`src/rtl/cache_mem_arbiter_if.sv`:
```
// cache_mem_arbiter_if
//   Bundles the icache, dcache and RAM-side signals of the cache/memory arbiter.
//   Ports (as seen from the arbiter, modport slave):
//     iREN/iaddr  in   icache read request and address
//     iload/iwait out  icache read data and stall
//     dREN/dWEN   in   dcache read/write request (write wins)
//     daddr/dstore in  dcache address and write data
//     dload/dwait out  dcache read data and stall
//     ramREN/ramWEN/ramaddr/ramstore out  RAM strobes, address, write data
//     ramload/ramready in                 RAM read data, access complete
//   modport master is the environment side (caches + RAM model).
interface cache_mem_arbiter_if #(
  parameter int ADDR_W = 32,
  parameter int DATA_W = 32
);
  logic              iREN;
  logic [ADDR_W-1:0] iaddr;
  logic [DATA_W-1:0] iload;
  logic              iwait;
  logic              dREN;
  logic              dWEN;
  logic [ADDR_W-1:0] daddr;
  logic [DATA_W-1:0] dstore;
  logic [DATA_W-1:0] dload;
  logic              dwait;
  logic              ramREN;
  logic              ramWEN;
  logic [ADDR_W-1:0] ramaddr;
  logic [DATA_W-1:0] ramstore;
  logic [DATA_W-1:0] ramload;
  logic              ramready;

  modport master (
    output iREN, iaddr, dREN, dWEN, daddr, dstore, ramload, ramready,
    input  iload, iwait, dload, dwait, ramREN, ramWEN, ramaddr, ramstore
  );

  modport slave (
    input  iREN, iaddr, dREN, dWEN, daddr, dstore, ramload, ramready,
    output iload, iwait, dload, dwait, ramREN, ramWEN, ramaddr, ramstore
  );
endinterface

```
`src/rtl/cache_mem_arbiter.sv`:
```
// cache_mem_arbiter
//   Shares one RAM port between the icache (read-only) and the dcache
//   (read/write). The dcache has fixed priority; a grant always returns to
//   IDLE for one turnaround cycle before the next grant is decided.
//   Ports:
//     CLK  in  clock, rising edge
//     RST  in  asynchronous active-high reset
//     bus  cache_mem_arbiter_if.slave  cache and RAM signals
//   Optional feature macro: ARB_STARVE_GUARD_EN
//     When defined, a saturating counter of icache losses forces an icache
//     grant once STARVE_MAX dcache grants were made while the icache waited.
module cache_mem_arbiter #(
  parameter int ADDR_W = 32,
  parameter int DATA_W = 32
`ifdef ARB_STARVE_GUARD_EN
  ,
  parameter int STARVE_MAX = 4
`endif
) (
  input logic                 CLK,
  input logic                 RST,
  cache_mem_arbiter_if.slave  bus
);

  typedef enum logic [1:0] {IDLE, IGRANT, DGRANT} state_t;

  state_t            state;
  logic              dreq;
  logic              starve_hit;
  logic [ADDR_W-1:0] addr_mux;
  logic [DATA_W-1:0] store_mux;

  assign dreq = bus.dREN | bus.dWEN;

`ifdef ARB_STARVE_GUARD_EN
  localparam int CNT_W = $clog2(STARVE_MAX + 1);

  logic [CNT_W-1:0] starve_cnt;

  // Icache has lost STARVE_MAX decisions in a row and is still asking.
  assign starve_hit = bus.iREN && (starve_cnt == CNT_W'(STARVE_MAX));

  always_ff @(posedge CLK or posedge RST) begin
    if (RST) begin
      starve_cnt <= '0;
    end else begin
      case (state)
        IDLE: begin
          if (!bus.iREN) begin
            starve_cnt <= '0;
          end else if (!starve_hit && dreq && (starve_cnt != CNT_W'(STARVE_MAX))) begin
            starve_cnt <= starve_cnt + 1'b1;
          end
        end
        IGRANT: begin
          if (bus.iREN && bus.ramready) begin
            starve_cnt <= '0;
          end
        end
        default: ;
      endcase
    end
  end
`else
  assign starve_hit = 1'b0;
`endif

  // Arbitration state. Dropping the request mid-grant aborts back to IDLE.
  always_ff @(posedge CLK or posedge RST) begin
    if (RST) begin
      state <= IDLE;
    end else begin
      case (state)
        IDLE: begin
          if (starve_hit) begin
            state <= IGRANT;
          end else if (dreq) begin
            state <= DGRANT;
          end else if (bus.iREN) begin
            state <= IGRANT;
          end
        end
        IGRANT: begin
          if (!bus.iREN || bus.ramready) begin
            state <= IDLE;
          end
        end
        DGRANT: begin
          if (!dreq || bus.ramready) begin
            state <= IDLE;
          end
        end
        default: state <= IDLE;
      endcase
    end
  end

  // Strobes follow the owner's live request so an abort drops them at once.
  // A stalled requester sees wait=request; wait is never high without one.
  always_comb begin
    bus.ramREN = 1'b0;
    bus.ramWEN = 1'b0;
    addr_mux   = '0;
    store_mux  = '0;
    bus.iwait  = bus.iREN;
    bus.dwait  = dreq;
    case (state)
      DGRANT: begin
        addr_mux   = bus.daddr;
        store_mux  = bus.dstore;
        bus.ramWEN = bus.dWEN;
        bus.ramREN = bus.dREN & ~bus.dWEN;
        bus.dwait  = dreq & ~bus.ramready;
      end
      IGRANT: begin
        addr_mux   = bus.iaddr;
        bus.ramREN = bus.iREN;
        bus.iwait  = bus.iREN & ~bus.ramready;
      end
      default: ;
    endcase
  end

  assign bus.ramaddr  = addr_mux;
  assign bus.ramstore = store_mux;
  assign bus.iload    = bus.ramload;
  assign bus.dload    = bus.ramload;

endmodule
```
`src/flat_wrapper.sv`:
```
// flat-port wrapper written by rule: the top's interface ports become plain ports
module cache_mem_arbiter_flat 
#(
  parameter int ADDR_W = 32,
  parameter int DATA_W = 32

)
  (CLK, RST, bus_iREN, bus_iaddr, bus_dREN, bus_dWEN, bus_daddr, bus_dstore, bus_ramload, bus_ramready, bus_iload, bus_iwait, bus_dload, bus_dwait, bus_ramREN, bus_ramWEN, bus_ramaddr, bus_ramstore);
  cache_mem_arbiter_if #(.ADDR_W(ADDR_W), .DATA_W(DATA_W)) bus_i ();
  input logic CLK;
  input logic RST;
  input wire logic [$bits(bus_i.iREN)-1:0] bus_iREN;
  input wire logic [$bits(bus_i.iaddr)-1:0] bus_iaddr;
  input wire logic [$bits(bus_i.dREN)-1:0] bus_dREN;
  input wire logic [$bits(bus_i.dWEN)-1:0] bus_dWEN;
  input wire logic [$bits(bus_i.daddr)-1:0] bus_daddr;
  input wire logic [$bits(bus_i.dstore)-1:0] bus_dstore;
  input wire logic [$bits(bus_i.ramload)-1:0] bus_ramload;
  input wire logic [$bits(bus_i.ramready)-1:0] bus_ramready;
  output wire logic [$bits(bus_i.iload)-1:0] bus_iload;
  output wire logic [$bits(bus_i.iwait)-1:0] bus_iwait;
  output wire logic [$bits(bus_i.dload)-1:0] bus_dload;
  output wire logic [$bits(bus_i.dwait)-1:0] bus_dwait;
  output wire logic [$bits(bus_i.ramREN)-1:0] bus_ramREN;
  output wire logic [$bits(bus_i.ramWEN)-1:0] bus_ramWEN;
  output wire logic [$bits(bus_i.ramaddr)-1:0] bus_ramaddr;
  output wire logic [$bits(bus_i.ramstore)-1:0] bus_ramstore;
  assign bus_i.iREN = bus_iREN;
  assign bus_i.iaddr = bus_iaddr;
  assign bus_i.dREN = bus_dREN;
  assign bus_i.dWEN = bus_dWEN;
  assign bus_i.daddr = bus_daddr;
  assign bus_i.dstore = bus_dstore;
  assign bus_i.ramload = bus_ramload;
  assign bus_i.ramready = bus_ramready;
  assign bus_iload = bus_i.iload;
  assign bus_iwait = bus_i.iwait;
  assign bus_dload = bus_i.dload;
  assign bus_dwait = bus_i.dwait;
  assign bus_ramREN = bus_i.ramREN;
  assign bus_ramWEN = bus_i.ramWEN;
  assign bus_ramaddr = bus_i.ramaddr;
  assign bus_ramstore = bus_i.ramstore;
  cache_mem_arbiter #(.ADDR_W(ADDR_W), .DATA_W(DATA_W)) u_core (.CLK(CLK), .RST(RST), .bus(bus_i));
endmodule
```
`config.mk`:
```
export PLATFORM = sky130hd
export DESIGN_NAME = cache_mem_arbiter_flat
export DESIGN_NICKNAME = d
export VERILOG_FILES = /design/src/rtl/cache_mem_arbiter_if.sv /design/src/rtl/cache_mem_arbiter.sv /design/src/flat_wrapper.sv
export SDC_FILE = /design/constraint.sdc
export NUM_CORES = 1
export LEC_CHECK = 0
export ABC_AREA = 1
export CORE_AREA = 2 2 104 106
export CTS_CLUSTER_DIAMETER = 100
export DETAILED_ROUTE_END_ITERATION = 16
export DIE_AREA = 0 0 106 108
export GPL_TIMING_DRIVEN = 0
export PLACE_DENSITY = 0.62
export REMOVE_ABC_BUFFERS = 1
export SLEW_MARGIN = 20
export SYNTH_ARGS = -nofsm -noshare
export SYNTH_HDL_FRONTEND = slang
export SYNTH_SLANG_ARGS = --single-unit
```
`constraint.sdc`:
```
create_clock -name CLK -period 1.5 [get_ports CLK]
set_input_delay 0.3 -clock CLK [delete_from_list [all_inputs] [get_ports CLK]]
set_output_delay 0.3 -clock CLK [all_outputs]
set_load 0.005 [all_outputs]
```
Word-level counts from Yosys, hierarchy flattened
Cells that the tools add are included.
- add/subtract/negate cells: 0
- multipliers: 0
- div/mod/pow operators: 0
- magnitude comparators: 0
- equality and inequality tests: 5
- shift operators: 0
- multiplexer cells: 11
- bitwise operators: 6
- reductions and logical operators: 6
- operators with widths (cell ; count):
    one-hot mux 32 bit (2 select lines) ; 1
    2-to-1 mux 32 bit ; 1
    2-to-1 mux 2 bit ; 4
    one-hot mux 2 bit (3 select lines) ; 1
    inequality test 2 x 1 -> 1 bit (second input constant) ; 2
    bitwise AND 1 bit ; 3
    2-to-1 mux 1 bit ; 3
    inequality test 3 x 2 -> 1 bit (second input constant) ; 1
    AND reduction 3 bit ; 1
    equality test 2 x 1 -> 1 bit (second input constant) ; 1
    equality test 2 bit (second input constant) ; 1
    zero test 1 bit ; 2
    zero test 2 bit ; 1
    logical OR 1 bit ; 2
    NOT 1 bit ; 2
    one-hot mux 1 bit (2 select lines) ; 1
    bitwise OR 1 bit ; 1
- flip-flop bits (word level): 2
- latch bits: 0
- RAM bits: 0
- bits in read-only memories: 0
- output and inout bits: 132
- logic and storage cells: 29
- memories kept: 0

Depth between registers and ports, before layout
Gate-level depths: netlist of the first run.
- word-level depth: 5
- mapped depth: 9

Least setup slack after synthesis of the first run
Ideal clock, no wire load.
- kind: register to output
- start: register u_core.state[0]
- end: output port bus_ramstore[10]
- data arrival time: 1.095 ns
- data required time: 1.200 ns
- path slack: 0.105 ns
- stages on the path, launching flop included: 8
- cells stage by stage: dfrtp_1 -> inv_1 -> ha_1 -> buf_4 -> buf_6 -> buf_6 -> nand2_1 -> inv_1
- word-level cells in the longest chain between the ends: 2
- RTL lines (element ; line ; source):
    start: declaration ; cache_mem_arbiter.sv:27 ; state_t state;
    start signal: assignment ; cache_mem_arbiter.sv:71 ; state <= IDLE;
    start signal: assignment ; cache_mem_arbiter.sv:76 ; state <= IGRANT;
    start signal: assignment ; cache_mem_arbiter.sv:78 ; state <= DGRANT;
    equality test 2 bit ; cache_mem_arbiter.sv:107 ; case (state)
    2-to-1 mux 32 bit ; cache_mem_arbiter.sv:107 ;
    end: declaration ; flat_wrapper.sv:27 ; output wire logic [$bits(bus_i.ramstore)-1:0] bus_ramstore;
No other way between the ends.

Worst setup path after layout of the first run
- start: register u_core.state[1]
- end: output port bus_ramaddr[31]
- word-level cells in the longest chain between the ends: 2
- elaborated cells between the ends (all ways): 3
- RTL lines (element ; line ; source):
    equality test 2 x 1 -> 1 bit / equality test 2 bit (equally long branches) ; cache_mem_arbiter.sv:107 ;
    one-hot mux 32 bit (2 select lines) * ; cache_mem_arbiter.sv:107 ;
    end: declaration ; flat_wrapper.sv:26 ; output wire logic [$bits(bus_i.ramaddr)-1:0] bus_ramaddr;
Every way passes the cells marked *; elsewhere a longest branch is shown, timed or not.

==> results of run 1 <==
==> cells by family (layout without fill, tap and decap cells) <==
family / count (synthesis) / in the layout / synth area share, %
fa+ha+maj: 4 / 4 / 3.35
simple gates: 113 / 113 / 29.8
flops: 2 / 2 / 3.35
buf+inv: 121 / 262 / 51.3
compound gates: 35 / 35 / 12.2
==> timing repair <==
item | CTS | global route
pin swaps | 14 | 16
setup endpoints to repair | 70 | 70
endpoints found under the hold margin | 0 | 0
gates cloned | 6 | 1
buffers inserted | 44 | 4
resized for setup | 392 | 55
==> cell type report <==
class	instances	area share, %
repair buffers	216	58.6
multi-input cells	152	29.0
inverters	43	5.09
well taps	136	4.77
flip-flops and latches	2	1.44
clock buffers	3	1.16
==> stage by stage <==
step,power [µW],worst slack (ns)
6_report,4570,-0.386
4_1_cts,4590,-0.366
3_3_place_gp,2390,-2.18
2_1_floorplan,1050,-0.840
5_1_grt,4880,-0.440
3_5_place_dp,2580,-0.944
==> worst min-delay path by stage <==
stage | from | to | cells after the start
after floorplan | RST | u_core.state[0] | 1
after global placement | RST | u_core.state[1] | 2
after detailed placement | RST | u_core.state[0] | 2
after CTS | RST | u_core.state[0] | 2
after global routing | RST | u_core.state[1] | 2
final | RST | u_core.state[0] | 2
==> cells in the final DEF, fill, tap and decap left out, types with 4 or more instances in the layout <==
| master | Yosys | layout |
|---|---|---|
| nand2_4 | 0 | 13 |
| nand2_1 | 103 | 45 |
| a21oi_1 | 33 | 13 |
| a21oi_2 | 2 | 21 |
| buf_6 | 7 | 29 |
| ha_4 | 0 | 4 |
| inv_2 | 1 | 12 |
| clkdlybuf4s50_1 | 0 | 101 |
| buf_2 | 3 | 58 |
| nand2_2 | 1 | 46 |
| inv_1 | 42 | 28 |
| buf_4 | 68 | 9 |
| buf_12 | 0 | 12 |
==> worst max-delay path, delay by kind of cell (launching register included) <==
family | cells | cell delay (ns)
buffers and inverters | 5 | 0.60
flip-flops | 1 | 0.41
adder cells (fa/ha/maj) | 1 | 0.19
AO/OA/AOI/OAI | 1 | 0.12
AND/OR/NAND/NOR | 1 | 0.04
==> power breakdown <==
group,switching (µW),total (µW),internal (µW)
sequential,22.7,95.1,72.5
combinational,1960,4250,2290
clock,50.5,221,171
total,2030,4570,2530
==> cell usage after synthesis <==
| cell | n |
|---|---|
| inv_2 | 1 |
| a21oi_1 | 33 |
| nor2_2 | 1 |
| buf_2 | 3 |
| dfrtp_1 | 2 |
| ha_1 | 4 |
| nand2_2 | 1 |
| inv_1 | 42 |
| nand2_1 | 103 |
| buf_4 | 68 |
| a21oi_2 | 2 |
| nor2_1 | 2 |
| nand3_2 | 1 |
| buf_6 | 7 |
| nand3_1 | 3 |
| nand4_1 | 2 |
==> per-layer routing <==
| layer | track usage [%] | routed length [µm] |
|---|---|---|
| met1 | 17.0 | 3620 |
| met3 | 14.1 | 2060 |
| met5 | 5.36 | 38 |
| met4 | 1.50 | 32 |
| met2 | 28.8 | 5060 |
==> summary.md, run 1 <==
| Metric | Value |
|---|---|
| Critical path, cell by cell | buf_6 -> inv_6 -> ha_4 -> buf_12 -> buf_12 -> nand2_4 -> a21oi_2 -> buf_2 |
| Pins Over Slew Limit | 0 |
| Most frequent CP cell | buf_12 |
| Gr usage total | 17.2% |
| Crit path kind | register to primary output |
| Synthesis Warnings | 0 |
| I/O Pins | 266 |
| Area leader, netlist | buf_4 |
| Final setup fails | 70 |
| WP data required | 1.20 ns |
| Register area | 51.3 µm² |
| Nets | 556 |
| Design Area, Final | 3560 µm² |
| Post-layout min period | 1.89 ns |
| Synthesized cell area | 1490 µm² |
| CP peak stage delay | 0.41 ns |
| Cts bufs inserted | 3 |
| Grt ovf | 0 |
| Largest net degree at the start of global routing | 34 |
| Htree depth | 1 |
| CP Max Fanout | 6 |
| Worst setup SP type | register |
| DRT antenna net count | 0 |
| Worst slew pin tran | 0.265 ns |
| Clock-pin slew on the worst setup and hold paths | 0.03 ns |
| Std cell rows | 37 |
| Mapped Cells | 275 |
| Synth cell types | 16 |
| Fraction of layout cells with a size suffix above 1 | 53.4% |
| Initial DRC count | 74 |
| First-pass GRT wire length | 14400 µm |
| Area Growth Syn to Fin | 139% |
| Largest Register | u_core.state |
| Die Span Y | 108 µm |
| Half-perimeter wire length after placement | 7310 µm |
| Worst Clk Skew | 0.00183 ns |
| Placed Area | 2770 µm² |
| Leakage | 0.00180 µW |
| Die W | 106 µm |
| R2R Setup Slk | -0.13 ns |
| Setup crit start | u_core.state[1] |
| Max_cap viols | 0 |
| # placed instances | 502 |
| Initial antenna violation count | 0 |
| Total number of vias | 2279 |
| # DRC | 0 |
| Hold-fix buffers, CTS | 0 |
| Vias in the first global route | 2350 |
| Initial core utilization | 14.6% |
| Critical Path End | bus_ramaddr[31] |
| RSZ-0062 raised after global routing | true |
| Crit-path slowest cell | dfrtp_1 |
| Max Freq | 530 MHz |
| Critical Path AT | 1.59 ns |
| Fin cells | 552 |
| Sequential share of the synthesized area | 3.35% |
| Port bufs | 169 |
| Fillers | 1084 |
| Longest Clk Path Bufs | 2 |
| Final WL | 10800 µm |
| # diodes | 0 |
| Status | finished with violations |
| Pwr Density | 1280 nW/µm² |
| Clock root buffer | clkbuf_8 |
| Clock sinks | 2 |
| Peak supply drop | 0.849 mV |
| Max_slew headroom | 82.3% |
| Yosys top cell area share | 34.2% |
| Mapped Avg Cell Area | 5.43 µm² |
| Via density | 4.13 |
| Area occupied by multi-input gates | 1030 µm² |
| Hold slack | 0.244 ns |
| Reg-to-reg startpoint | u_core.state[1] |
| Max reg flops | 2 |
| DIE AREA | 11400 µm² |
| Critical R2R Capture | u_core.state[1] |
| Setup TNS Final | -19.13 ns |
| Worst R2R Path Depth | 11 |
| Worst Hold Class | primary input to asynchronous set/reset pin |
| Routed len/inst | 19.6 µm |
| Failing checks | negative setup slack |
| Regs by FF count | u_core.state (2) |
| GPL Wtd Cong | 0.817 |
| Ranking of synthesized cells by area | buf_4 34%, nand2_1 26%, a21oi_1 11% |
| Core area | 10200 µm² |
| #FFs+latches synth | 2 |
| Post-layout utilization of the core | 34.8% |
| Clk_lat worst skew | 0.21 ns |
| CTS tree | built |
| Setup ws final | -0.386 ns |
| Tcrit/Tclk final | 126% |
| First drt pass iteration count | 4 |
| CP endpoint kind | primary output |
| Final Hold Viols | 0 |
Note: power is estimated with default switching activity, not from simulation.
==> run 2: changes to the inputs <==
==> constraint.sdc (replaced) <==
create_clock -name CLK -period 1.5 [get_ports CLK]
set_input_delay 0.3 -clock CLK [delete_from_list [all_inputs] [get_ports CLK]]
set_output_delay 0.3 -clock CLK [all_outputs]
set_load 0.05 [all_outputs]
==> run 2 against run 1 <==
- sequential share of layout area about the same
- first-iteration DRC count decreased by 5.4%
- count of clock-buffer cells in the layout unchanged
- critical path type unchanged
- global-route usage decreased by 1.6 points
- register-to-register slack improved by 0.20 ns
- highest routed layer unchanged
- the flow still finishes with violations (negative setup slack)
==> summary.md, run 2 (synthesis results as in run 1) <==
| Metric | Value |
|---|---|
| Total number of vias | 2146 (was 2279) |
| Buf/Inv on CP | 3 (was 5) |
| Worst setup SP type | register (unchanged) |
| Post-layout min period | 1.90 ns (was 1.89 ns) |
| Placed Area | 2770 µm² (unchanged) |
| Clock root buffer | clkbuf_8 (unchanged) |
| DIE AREA | 11400 µm² (unchanged) |
| Largest net degree at the start of global routing | 35 (was 34) |
| Clk_lat worst skew | 0.21 ns (about the same) |
| Max_slew headroom | 82.4% (was 82.3%) |
| Pwr Density | 1690 nW/µm² (was 1280 nW/µm²) |
| Max reg flops | 2 (unchanged) |
| Half-perimeter wire length after placement | 7310 µm (unchanged) |
| Routed len/inst | 19.3 µm (was 19.6 µm) |
| Grt ovf | 0 (unchanged) |
| WP data required | 1.20 ns (about the same) |
| Fraction of layout cells with a size suffix above 1 | 44.6% (was 53.4%) |
| Longest Clk Path Bufs | 2 (unchanged) |
| Max_cap viols | 0 (unchanged) |
| Initial core utilization | 14.6% (unchanged) |
| Nets | 526 (was 556) |
| RSZ-0062 raised after global routing | true (unchanged) |
| Core area | 10200 µm² (unchanged) |
| Via density | 4.11 (was 4.13) |
| Worst slew pin tran | 0.263 ns (was 0.265 ns) |
| DP Worst Slack | -1.24 ns (was -0.944 ns) |
| Commonest non-fill, non-tap cell in the layout | clkdlybuf4s50_1 (unchanged) |
| Setup TNS Final | -20.10 ns (was -19.13 ns) |
| Worst Hold Class | primary input to asynchronous set/reset pin (unchanged) |
| Clock sinks | 2 (unchanged) |
| Largest Register | u_core.state (unchanged) |
| Worst Clk Skew | 0.00125 ns (was 0.00183 ns) |
| Peak supply drop | 1.02 mV (was 0.849 mV) |
| Cts bufs inserted | 3 (unchanged) |
| Sw power | 3610 µW (was 2030 µW) |
| Crit path max-delay family | buffers and inverters (unchanged) |
| Status | finished with violations (unchanged) |
| Final WL | 10100 µm (was 10800 µm) |
| Final setup fails | 68 (was 70) |
| Combinational Power Share | 94.8% (was 93.1%) |
| First drt pass iteration count | 4 (unchanged) |
| Final Hold Viols | 0 (unchanged) |
| Sequential share of power | 1.6% (was 2.1%) |
| First-pass GRT wire length | 13200 µm (was 14400 µm) |
| Area Growth Syn to Fin | 139% (about the same) |
| Clock-pin slew on the worst setup and hold paths | 0.03 ns (about the same) |
| CTS tree | built (unchanged) |
| Design Area, Final | 3560 µm² (about the same) |
| Regs by FF count | u_core.state (2) (unchanged) |
| Crit-path slowest cell | dfrtp_1 (unchanged) |
| Port bufs | 169 (unchanged) |
| Gr usage total | 15.7% (was 17.2%) |
| Commonest cells after routing, fill and taps aside | 101 x clkdlybuf4s50_1, 72 x nand2_1, 63 x buf_6 (was 101 x clkdlybuf4s50_1, 58 x buf_2, 46 x nand2_2) |
| Htree depth | 1 (unchanged) |
| Initial DRC count | 70 (was 74) |
| Clock Power Share | 3.6% (was 4.8%) |
| CP peak stage delay | 0.41 ns (about the same) |
| Leakage | 0.00167 µW (was 0.00180 µW) |
| Pins Over Slew Limit | 0 (unchanged) |
| Vias in the first global route | 2176 (was 2350) |
| I/O Pins | 266 (unchanged) |
| Hold slack | 0.244 ns (about the same) |
| Max Freq | 526 MHz (was 530 MHz) |
| Int Power | 2400 µW (was 2530 µW) |
| Critical Path AT | 1.60 ns (was 1.59 ns) |
| Die Span Y | 108 µm (unchanged) |
| CP Max Fanout | 8 (was 6) |
| R2R Setup Slk | 0.07 ns (was -0.13 ns) |
| Std cell rows | 37 (unchanged) |
| Tcrit/Tclk final | 127% (was 126%) |
| # DRC | 0 (unchanged) |
| Failing checks | negative setup slack (unchanged) |
| Setup ws final | -0.400 ns (was -0.386 ns) |
| GPL Wtd Cong | 0.817 (unchanged) |
| CP endpoint kind | primary output (unchanged) |
| Critical path, cell by cell | inv_2 -> ha_4 -> buf_12 -> nand2_1 -> a21oi_4 -> buf_6 (was buf_6 -> inv_6 -> ha_4 -> buf_12 -> buf_12 -> nand2_4 -> a21oi_2 -> buf_2) |
| # diodes | 0 (unchanged) |
| Crit path kind | register to primary output (unchanged) |
| Die W | 106 µm (unchanged) |
| DRT antenna net count | 0 (unchanged) |
| Net Sw Frac | 60.1% (was 44.5%) |
| Initial antenna violation count | 0 (unchanged) |
## run 2: cell types whose count changed in the layout (fill, tap and decap cells not counted), moves of 6 or more
cell     delta
a21oi_2     +6
nand2_1    +27
buf_12      -6
a21oi_1    -12
buf_6      +34
nand2_2    -29
a21oi_4     +6
buf_2      -58
## run 2: area by class of cell
| class | instances | area, µm² |
|---|---|---|
| fill | 1075 | 6670 |
| tap | 136 | 170 |
| inverter | 43 | 176 |
| clock buffer | 3 | 41.3 |
| timing repair buffer | 186 | 2080 |
| sequential | 2 | 51.3 |
| multi-input combinational | 152 | 1040 |
## run 2: power by group through the flow
stage | clock network, µW | registers (µW) | logic (µW)
finish | 215 | 97.2 | 5700
detailed placement | 0 | 93.0 | 4200
floorplan | 0 | 83.6 | 2680
CTS | 216 | 98.0 | 5320
global placement | 0 | 86.5 | 3870
global route | 226 | 98.5 | 6000
## run 2: path summary, 6_finish.rpt
kind                                 start         endpoint  cells after the start
max in group asynchronous              RST  u_core.state[0]                      2
setup reg to reg           u_core.state[1]  u_core.state[0]                      8
setup / recovery           u_core.state[1]       bus_ramREN                      6
hold reg to reg            u_core.state[0]  u_core.state[0]                      2
hold / removal                         RST  u_core.state[0]                      2
min in group CLK           u_core.state[0]  u_core.state[0]                      2
## run 2: what timing repair did
| item | CTS | global route |
|---|---|---|
| setup endpoints to repair | 70 | 68 |
| pin swaps | 14 | 12 |
| gates cloned | 2 | 1 |
| hold buffers | 0 | 0 |
| gates resized for setup | 524 | 71 |
| setup buffers | 13 | 1 |
## run 2: through the flow
step                      power (µW)  instances  util, %
final                           6010        522     34.8
after global routing            6320        522     34.8
after CTS                       5630        520     32.0
after detailed placement        4290        502     27.0
after global placement          3950        502     26.9
after floorplan                 2760        197        -
## run 2: metal layers
layer	up-vias	wire length (µm)	global-route usage (%)
met3	11	2200	14.5
met1	940	3280	15.0
met2	215	4460	25.3
met4	2	117	1.60
li1	978	-	-
met5	-	37	5.36
==> run 3: changes to the inputs <==
==> constraint.sdc (replaced) <==
create_clock -name CLK -period 1.5 [get_ports CLK]
set_input_delay 0.15 -clock CLK [delete_from_list [all_inputs] [get_ports CLK]]
set_output_delay 0.15 -clock CLK [all_outputs]
set_load 0.05 [all_outputs]
==> run 3 against run 2 <==
- worst setup slack improved by 0.15 ns
- via count fell by 0.65%
- the flow still finishes with violations (negative setup slack)
- first-iteration DRC count rose by 17%
- core utilization did not move
- critical path depth did not move
- clock skew did not move
- register-to-register slack barely moved
- largest cell class unchanged
==> summary.md, run 3 (synthesis results as in run 1) <==
| Metric | Value |
|---|---|
| Status | finished with violations (unchanged) |
| Failing checks | negative setup slack (unchanged) |
| Initial DRC count | 82 (was 70) |
| Pwr Density | 1690 nW/µm² (about the same) |
| CP endpoint kind | primary output (unchanged) |
| WP data required | 1.35 ns (was 1.20 ns) |
| Reg-to-reg startpoint | u_core.state[1] (unchanged) |
| Vias in the first global route | 2176 (unchanged) |
| Setup ws final | -0.249 ns (was -0.400 ns) |
| Via density | 4.08 (was 4.11) |
| Critical Path End | bus_ramREN (unchanged) |
| Leakage | 0.00167 µW (unchanged) |
| I/O Pins | 266 (unchanged) |
| DIE AREA | 11400 µm² (unchanged) |
| Max_slew headroom | 82.4% (about the same) |
| Peak supply drop | 1.02 mV (about the same) |
| Fin cells | 522 (unchanged) |
| Design Area, Final | 3560 µm² (unchanged) |
| Post-layout min period | 1.75 ns (was 1.90 ns) |
| First drt pass iteration count | 4 (unchanged) |
| Worst setup SP type | register (unchanged) |
| Crit path kind | register to primary output (unchanged) |
| Final setup fails | 67 (was 68) |
| Final WL | 10100 µm (about the same) |
| Routed len/inst | 19.4 µm (was 19.3 µm) |
| Clock sinks | 2 (unchanged) |
| Longest Clk Path Bufs | 2 (unchanged) |
| Nets | 526 (unchanged) |
| Initial core utilization | 14.6% (unchanged) |
| Max Freq | 572 MHz (was 526 MHz) |
| Die Span Y | 108 µm (unchanged) |
| Placed Area | 2770 µm² (unchanged) |
| R2R Setup Slk | 0.07 ns (about the same) |
| Initial antenna violation count | 0 (unchanged) |
| Worst Hold Class | primary input to asynchronous set/reset pin (unchanged) |
| Tcrit/Tclk final | 117% (was 127%) |
| # diodes | 0 (unchanged) |
| Clock root buffer | clkbuf_8 (unchanged) |
| Worst R2R Path Depth | 8 (unchanged) |
| CTS tree | built (unchanged) |
| Die W | 106 µm (unchanged) |
| Pins Over Slew Limit | 0 (unchanged) |
| RSZ-0062 raised after global routing | true (unchanged) |
| Max_cap viols | 0 (unchanged) |
| Post-layout utilization of the core | 34.8% (unchanged) |
| Commonest non-fill, non-tap cell in the layout | clkdlybuf4s50_1 (unchanged) |
| Total number of vias | 2132 (was 2146) |
| # placed instances | 502 (unchanged) |
| First-pass GRT wire length | 13200 µm (unchanged) |
| Worst slew pin tran | 0.262 ns (was 0.263 ns) |
| Critical Path AT | 1.60 ns (about the same) |
| Gr usage total | 15.7% (unchanged) |
| Final Hold Viols | 0 (unchanged) |
| Total power draw | 6010 µW (about the same) |
| Largest Register | u_core.state (unchanged) |
| DRT antenna net count | 0 (unchanged) |
| Core area | 10200 µm² (unchanged) |
| # DRC | 0 (unchanged) |
| Hold-fix buffers, CTS | 0 (unchanged) |
| Max reg flops | 2 (unchanged) |
| Critical R2R Capture | u_core.state[0] (unchanged) |
| Worst Clk Skew | 0.00125 ns (unchanged) |
| Clk_lat worst skew | 0.21 ns (about the same) |
| Htree depth | 1 (unchanged) |
| Cts bufs inserted | 3 (unchanged) |
| Largest net degree at the start of global routing | 35 (unchanged) |
| Clock-pin slew on the worst setup and hold paths | 0.03 ns (about the same) |
| Std cell rows | 37 (unchanged) |
| GPL Wtd Cong | 0.817 (unchanged) |
| Half-perimeter wire length after placement | 7310 µm (unchanged) |
| Fraction of layout cells with a size suffix above 1 | 44.6% (unchanged) |
| Grt ovf | 0 (unchanged) |
| Area Growth Syn to Fin | 139% (unchanged) |
| Regs by FF count | u_core.state (2) (unchanged) |
| Setup crit start | u_core.state[1] (unchanged) |
| Port bufs | 169 (unchanged) |
| Commonest cells after routing, fill and taps aside | 101 x clkdlybuf4s50_1, 72 x nand2_1, 63 x buf_6 (unchanged) |
| CP Max Fanout | 8 (unchanged) |
## run 3: cell counts in the layout (fill, tap and decap cells not counted)
No cell type changed its count.
## run 3: stage by stage
| step | TNS, ns | hold slack (ns) | setup slack (ns) |
|---|---|---|---|
| 2_1_floorplan | -70.01 | -0.109 | -1.30 |
| 3_3_place_gp | -138.89 | 0.301 | -2.33 |
| 3_5_place_dp | -59.97 | 0.301 | -1.09 |
| 4_1_cts | -8.84 | 0.0967 | -0.222 |
| 5_1_grt | -14.47 | 0.117 | -0.298 |
| 6_report | -9.95 | 0.0937 | -0.249 |
## run 3: routing by layer
layer / track usage (%) / wire length, µm / up-vias
met5: 5.36 / 37 / -
met4: 1.60 / 114 / 2
met3: 14.5 / 2190 / 9
met2: 25.3 / 4460 / 211
met1: 15.0 / 3310 / 932
li1: - / - / 978
## run 3: final cells by class
| type | instances | area [µm²] |
|---|---|---|
| fillers | 1075 | 6670 |
| repair buffers | 186 | 2080 |
| well taps | 136 | 170 |
| clock buffers | 3 | 41.3 |
| inverters | 43 | 176 |
| multi-input cells | 152 | 1040 |
| flip-flops and latches | 2 | 51.3 |
## run 3: worst min-delay path by stage
stage                                from               to  slack [ns]  depth (start not counted)
after floorplan                       RST  u_core.state[0]       -0.11                          1
after global placement    bus_ramload[15]    bus_dload[15]        0.30                          0
after detailed placement  bus_ramload[15]    bus_dload[15]        0.30                          0
after CTS                             RST  u_core.state[0]         0.1                          2
after global routing                  RST  u_core.state[1]        0.12                          2
final                                 RST  u_core.state[0]        0.09                          2
## run 3: what timing repair did
item | 4_1_cts | 5_1_grt
endpoints found under the setup margin | 70 | 68
buffers inserted | 13 | 1
cloned | 2 | 1
pin swaps | 14 | 12
resized for setup | 524 | 71
## run 3: report_power, final
part | internal (µW) | switching, µW
Clock | 170 | 44.5
Combinational | 2160 | 3540
Sequential | 72.5 | 24.7
Total | 2400 | 3610
## run 3: worst max-delay path, cell delays in order (launching register included)
cell     delay [ns]
dfrtp_1        0.41
inv_2          0.13
ha_4           0.25
buf_12         0.16
nand2_1        0.10
a21oi_4        0.17
buf_6          0.17
